[src/rtl/fsm_seq_pkg.sv]
// rtl/fsm_seq_pkg.sv - shared state encoding and pattern constant for the 1101 generator/detector pair
package fsm_seq_pkg;

  typedef enum logic [1:0] {
    S_IDLE = 2'd0,
    S_SEND = 2'd1,
    S_GAP  = 2'd2,
    S_FIN  = 2'd3
  } state_t;

  localparam logic [3:0] PATTERN_1101 = 4'b1101;

endpackage

[src/rtl/seq_gen_1101.sv]
// rtl/seq_gen_1101.sv - bit-serial repeated-pattern transmitter with optional zero gaps
module seq_gen_1101
  import fsm_seq_pkg::*;
#(
  parameter int                 PAT_W   = 4,
  parameter logic [PAT_W-1:0]   PATTERN = PATTERN_1101,
  parameter int                 REP_W   = 8,
  parameter int                 GAP_W   = 4
) (
  input  logic             clk,
  input  logic             rst,
  input  logic             start,
  input  logic [REP_W-1:0] reps,
  input  logic [GAP_W-1:0] gap,
  output logic             out,
  output logic             valid,
  output logic             busy,
  output logic             done,
  output logic [REP_W-1:0] sent_cnt
);

  localparam int               IDX_W   = $clog2(PAT_W);
  localparam logic [IDX_W-1:0] IDX_TOP = IDX_W'(PAT_W - 1);
  localparam logic [IDX_W-1:0] IDX_ONE = IDX_W'(1);
  localparam logic [REP_W-1:0] REP_ONE = REP_W'(1);
  localparam logic [GAP_W-1:0] GAP_ONE = GAP_W'(1);

  state_t           r_state, w_state;
  logic [IDX_W-1:0] r_idx,   w_idx;
  logic [GAP_W-1:0] r_gcnt,  w_gcnt;
  logic [REP_W-1:0] r_reps,  w_reps;
  logic [GAP_W-1:0] r_gap,   w_gap;
  logic [REP_W-1:0] r_sent,  w_sent;
  logic             r_out,   w_out;
  logic             r_valid, w_valid;
  logic             r_busy,  w_busy;
  logic             r_done,  w_done;
  logic             w_last_rep;

  // reps is never zero outside IDLE, so reps-1 cannot underflow; this avoids a wider compare
  assign w_last_rep = (r_sent == (r_reps - REP_ONE));

  // next-state and next-output decode; every register's next value has a default
  always_comb begin
    w_state = r_state;
    w_idx   = r_idx;
    w_gcnt  = r_gcnt;
    w_reps  = r_reps;
    w_gap   = r_gap;
    w_sent  = r_sent;
    w_out   = 1'b0;
    w_valid = 1'b0;
    w_busy  = r_busy;
    w_done  = 1'b0;
    case (r_state)
      S_IDLE: begin
        w_busy = 1'b0;
        if (start) begin
          w_reps = reps;
          w_gap  = gap;
          w_sent = '0;
          w_busy = 1'b1;
          if (reps != '0) begin
            w_state = S_SEND;
            w_idx   = IDX_TOP;
            w_out   = PATTERN[PAT_W-1];
            w_valid = 1'b1;
          end else begin
            w_state = S_FIN;
            w_done  = 1'b1;
          end
        end
      end
      S_SEND: begin
        w_valid = 1'b1;
        if (r_idx != '0) begin
          w_idx = r_idx - IDX_ONE;
          w_out = PATTERN[r_idx - IDX_ONE];
        end else begin
          w_sent = r_sent + REP_ONE;
          if (w_last_rep) begin
            w_state = S_FIN;
            w_valid = 1'b0;
            w_busy  = 1'b0;
            w_done  = 1'b1;
          end else if (r_gap != '0) begin
            w_state = S_GAP;
            w_gcnt  = r_gap;
          end else begin
            w_idx = IDX_TOP;
            w_out = PATTERN[PAT_W-1];
          end
        end
      end
      S_GAP: begin
        w_valid = 1'b1;
        if (r_gcnt == GAP_ONE) begin
          w_state = S_SEND;
          w_idx   = IDX_TOP;
          w_out   = PATTERN[PAT_W-1];
        end else begin
          w_gcnt = r_gcnt - GAP_ONE;
        end
      end
      S_FIN: begin
        w_state = S_IDLE;
        w_busy  = 1'b0;
      end
      default: begin
        w_state = S_IDLE;
        w_busy  = 1'b0;
      end
    endcase
  end

  // state and datapath registers; reset aborts any command without a done pulse
  always_ff @(posedge clk or negedge rst) begin
    if (!rst) begin
      r_state <= S_IDLE;
      r_idx   <= '0;
      r_gcnt  <= '0;
      r_reps  <= '0;
      r_gap   <= '0;
      r_sent  <= '0;
      r_out   <= 1'b0;
      r_valid <= 1'b0;
      r_busy  <= 1'b0;
      r_done  <= 1'b0;
    end else begin
      r_state <= w_state;
      r_idx   <= w_idx;
      r_gcnt  <= w_gcnt;
      r_reps  <= w_reps;
      r_gap   <= w_gap;
      r_sent  <= w_sent;
      r_out   <= w_out;
      r_valid <= w_valid;
      r_busy  <= w_busy;
      r_done  <= w_done;
    end
  end

  assign out      = r_out;
  assign valid    = r_valid;
  assign busy     = r_busy;
  assign done     = r_done;
  assign sent_cnt = r_sent;

endmodule

[config.mk]
export PLATFORM = sky130hd
export DESIGN_NAME = seq_gen_1101
export DESIGN_NICKNAME = d
export VERILOG_FILES = /design/src/rtl/fsm_seq_pkg.sv /design/src/rtl/seq_gen_1101.sv
export SDC_FILE = /design/constraint.sdc
export NUM_CORES = 1
export LEC_CHECK = 0
export CAP_MARGIN = 15
export CORE_MARGIN = 2
export CORE_UTILIZATION = 46
export CTS_CLUSTER_SIZE = 20
export DETAILED_ROUTE_END_ITERATION = 8
export PLACE_DENSITY = 0.69
export SYNTH_ARGS = -nofsm -noshare
export SYNTH_HDL_FRONTEND = slang
export SYNTH_SLANG_ARGS = --single-unit
[constraint.sdc]
create_clock -name clk -period 4.2 [get_ports clk]
set_input_delay 0.84 -clock clk [delete_from_list [all_inputs] [get_ports clk]]
set_output_delay 0.84 -clock clk [all_outputs]
set_load 0.01 [all_outputs]
==> reports/summary.log <==
[status] outcome complete, no violations
[die] full die area 4490 um2
[routing] via density per instance 5.71
[placement] half-perimeter wire length after placement 2860 um
[global_route] largest net degree at the start of global routing 33
[die] Die H 67.0 um
[clock_network] total number of H-tree levels 2
[sta] Final Hold Violating Endpoints 0
[global_route] grt ovf 0
[yosys] combinational family with the most area after synthesis simple AND/OR/NAND/NOR gates
[global_route] Tot GR Track Use 19.8%
[routing] antenna-violating nets left 0
[critical_path] depth of the most critical reg-to-reg path 9
[sta] part of the cycle the worst path needs 65.9%
[critical_path] Crit path largest cell delay 0.49 ns
[sta] maximum clock skew at final layout 0.00644 ns
[global_route] initial antenna violation count 0
[clock_network] post-cts resize count 0
[routing] number of optimization iterations in the first detailed-route pass 4
[yosys] complex-gate fraction of the synthesized area 12.1%
[yosys] XOR/XNOR Fraction of Synth Area 7.68%
[power_and_ir_drop] worst-case vdd ir drop 349 uV
[yosys] EDFF count, synth 0
[clock_network] # clock sinks 32
[die] Top Ports 27
[yosys] proportion of synthesized area in mux cells 5.55%
[yosys] post-synthesis cell area 1830 um2
[yosys] Syn Nets 202
[yosys] fraction of registers with async set/reset 100%
[sta] Final Critical Period 2.77 ns
[clock_network] CTS root buffer sky130_fd_sc_hd__clkbuf_8
[clock_network] total clock buffers created by CTS 5
[sta] worst max-slew margin expressed relative to the limit 58.9%
[critical_path] Critical Path AT 2.93 ns
[critical_path] series of cell instances along the critical path inv_1 -> ha_1 -> or3b_1 -> or3_1 -> xnor2_1 -> o21ai_0 -> nor4_4 -> nor2_2 -> a221o_1
[min_path] number of cells on the worst hold path 1
[critical_path] CP max FO 10
[sta] Setup Total Neg Slack 0 ns
[critical_path] slowest cell on the critical path sky130_fd_sc_hd__nor4_4
[routing] number of design-rule violations left by the first detailed-router iteration 94
[layout] count of antenna diodes in the layout 0
[routing] total number of vias 1468
[die] core box area 3740 um2
[clock_network] CTS tree yes
[routing] detailed-route wire length 3860 um
[routing] average routed wire per standard cell 15.0 um
[critical_path] required time of the worst setup path 4.36 ns
[critical_path] stages on the worst setup path 9
[power_and_ir_drop] LEAKAGE 0.924 nW
[min_path] Worst Hold Class register to register
[yosys] average size of a mapped cell 10.1 um2
[yosys] library cell with the highest instance count after synthesis sky130_fd_sc_hd__dfrtp_1
[layout] area overhead of the layout relative to synthesis 21.3%
[sta] setup repair after global routing missed its margin no
[clock_network] count of hold-fix buffers inserted at cts 0
[sta] Achievable Freq 361 MHz
[yosys] list of most frequent post-synthesis cells 32 x sky130_fd_sc_hd__dfrtp_1, 20 x sky130_fd_sc_hd__nand2_1, 12 x sky130_fd_sc_hd__nor2_1, 12 x sky130_fd_sc_hd__o21ai_0, 9 x sky130_fd_sc_hd__mux2_2
[yosys] simple-gate area share of the yosys netlist 22.6%
[yosys] cell count after synthesis 181
[placement] Buffers on Ports 26
[critical_path] critical path start-end classification register to register
[sta] Final Max Tran Viols 0
[yosys] area share of the largest cell type after synthesis 43.9%
[critical_path] element type at the critical path start register
[placement] RD Place Congestion 0.803
[sta] Final setup violation count 0
[die] total number of placement rows 22
[layout] total number of nets in the final design 230
[critical_path] Crit path max-delay family simple AND/OR/NAND/NOR gates
[die] horizontal die dimension 67.0 um
[yosys] top cell type by total area after synthesis sky130_fd_sc_hd__dfrtp_1
[global_route] via count of the first global-routing pass 1522
[placement] post-detailed-placement cell area 2120 um2
[sta] slew at the pin closest to its max-slew limit 0.611 ns
[global_route] global-route wire length before repair 6590 um
[clock_network] Clock Pin Slew Worst Setup and Hold Paths 0.06 ns
[yosys] Synth Warn # 0
[yosys] area share of fa/ha/maj cells after synthesis 4.11%
[yosys] Seq cells post-synth 32
[critical_path] category of the worst setup path capture point register
[yosys] sequential cell area fraction in the yosys report 43.9%
[yosys] Main synth FF type sky130_fd_sc_hd__dfrtp_1
[power_and_ir_drop] power density over the cells 638 nW/um2
[yosys] Synth area leaders sky130_fd_sc_hd__dfrtp_1 44%, sky130_fd_sc_hd__mux2_2 5.6%, sky130_fd_sc_hd__ha_1 4.1%, sky130_fd_sc_hd__nand2_1 4.1%, sky130_fd_sc_hd__xnor2_1 3.8%
[clock_network] post-CTS setup buffer count 0
[critical_path] Buf/Inv on CP 1
[yosys] Cell variety after synth 49
[clock_network] clk_lat worst skew 0.28 ns
[layout] Non-Filler Cell Area, Final 2210 um2
[clock_network] clock tree buffer depth 2
[layout] proportion of layout cells with a drive suffix above 1 15.8%
[die] initial cell density of the core 48.8%
[flow_run] number of max-cap violations 0
[routing] DRC violations left 0
where the power goes:
part           total (mW)  leakage, nW  internal, mW  switching [mW]
Combinational       0.601        0.481         0.307           0.294
Clock               0.250       0.0503         0.146           0.105
Sequential          0.562        0.393         0.428           0.134
Total                1.41        0.924         0.880           0.533
sequential cells by signal, summed over array words and instances (netlist names), 2 cells and up:
register  cells
sent_cnt      8
r_state       2
r_reps        8
r_gcnt        4
r_gap         4
r_idx         2
layer usage:
| metal | track usage, % | part of all wire [%] | vias to the layer above |
|---|---|---|---|
| met5 | 0 | 0 | - |
| li1 | - | - | 695 |
| met4 | 9.44 | 2.7 | 0 |
| met1 | 22.2 | 42 | 715 |
| met3 | 5.07 | 4.2 | 14 |
| met2 | 34.9 | 51 | 44 |
final timing paths:
kind                                 from  slack, ns         to
worst max-delay path            r_reps[0]       1.43        out
worst min-delay path            r_gcnt[0]       0.53  r_gcnt[0]
worst max register to register  r_reps[0]       1.43        out
worst min register to register  r_gcnt[0]       0.53  r_gcnt[0]
max in group asynchronous             rst       2.94  r_reps[3]
min in group asynchronous             rst       0.96  r_reps[7]
per-stage QoR:
step	std cells	hold WS [ns]	setup WS [ns]	util [%]	power (mW)
CTS	257	0.526	1.42	59.2	1.42
global placement	250	0.472	1.57	56.6	1.13
global route	257	0.545	1.21	59.2	1.52
detailed placement	250	0.513	1.45	56.6	1.16
floorplan	181	0.451	1.69	-	0.993
finish	257	0.526	1.43	59.2	1.41
layout by cell type (no fill, tap or decap), types with 6 or more instances in the layout:
master	Yosys	layout
sky130_fd_sc_hd__clkbuf_8	0	7
sky130_fd_sc_hd__xor2_1	8	8
sky130_fd_sc_hd__nand2_1	20	20
sky130_fd_sc_hd__inv_1	7	7
sky130_fd_sc_hd__mux2_2	9	9
sky130_fd_sc_hd__dfrtp_1	32	32
sky130_fd_sc_hd__nand3_1	6	6
sky130_fd_sc_hd__ha_1	6	6
sky130_fd_sc_hd__xnor2_1	8	8
sky130_fd_sc_hd__clkdlybuf4s50_1	0	26
sky130_fd_sc_hd__o21ai_0	12	12
sky130_fd_sc_hd__nor2_1	12	12
cells by family after synthesis:
kind of cell	after synthesis
and+or+nand+nor	73
DFF	32
AOI/OAI and AO/OA	31
xor gates and xnor gates	16
buffers and inverters	14
muxes	9
adders and majority gates	6
final cells by class:
| class | instances | area (um2) |
|---|---|---|
| clock buffer | 7 | 96.3 |
| timing repair buffer | 28 | 275 |
| sequential | 32 | 801 |
| multi-input combinational | 135 | 956 |
| tap | 48 | 60.1 |
| fill | 348 | 1530 |
| inverter | 7 | 26.3 |
Power figures use the tool's default switching activity.
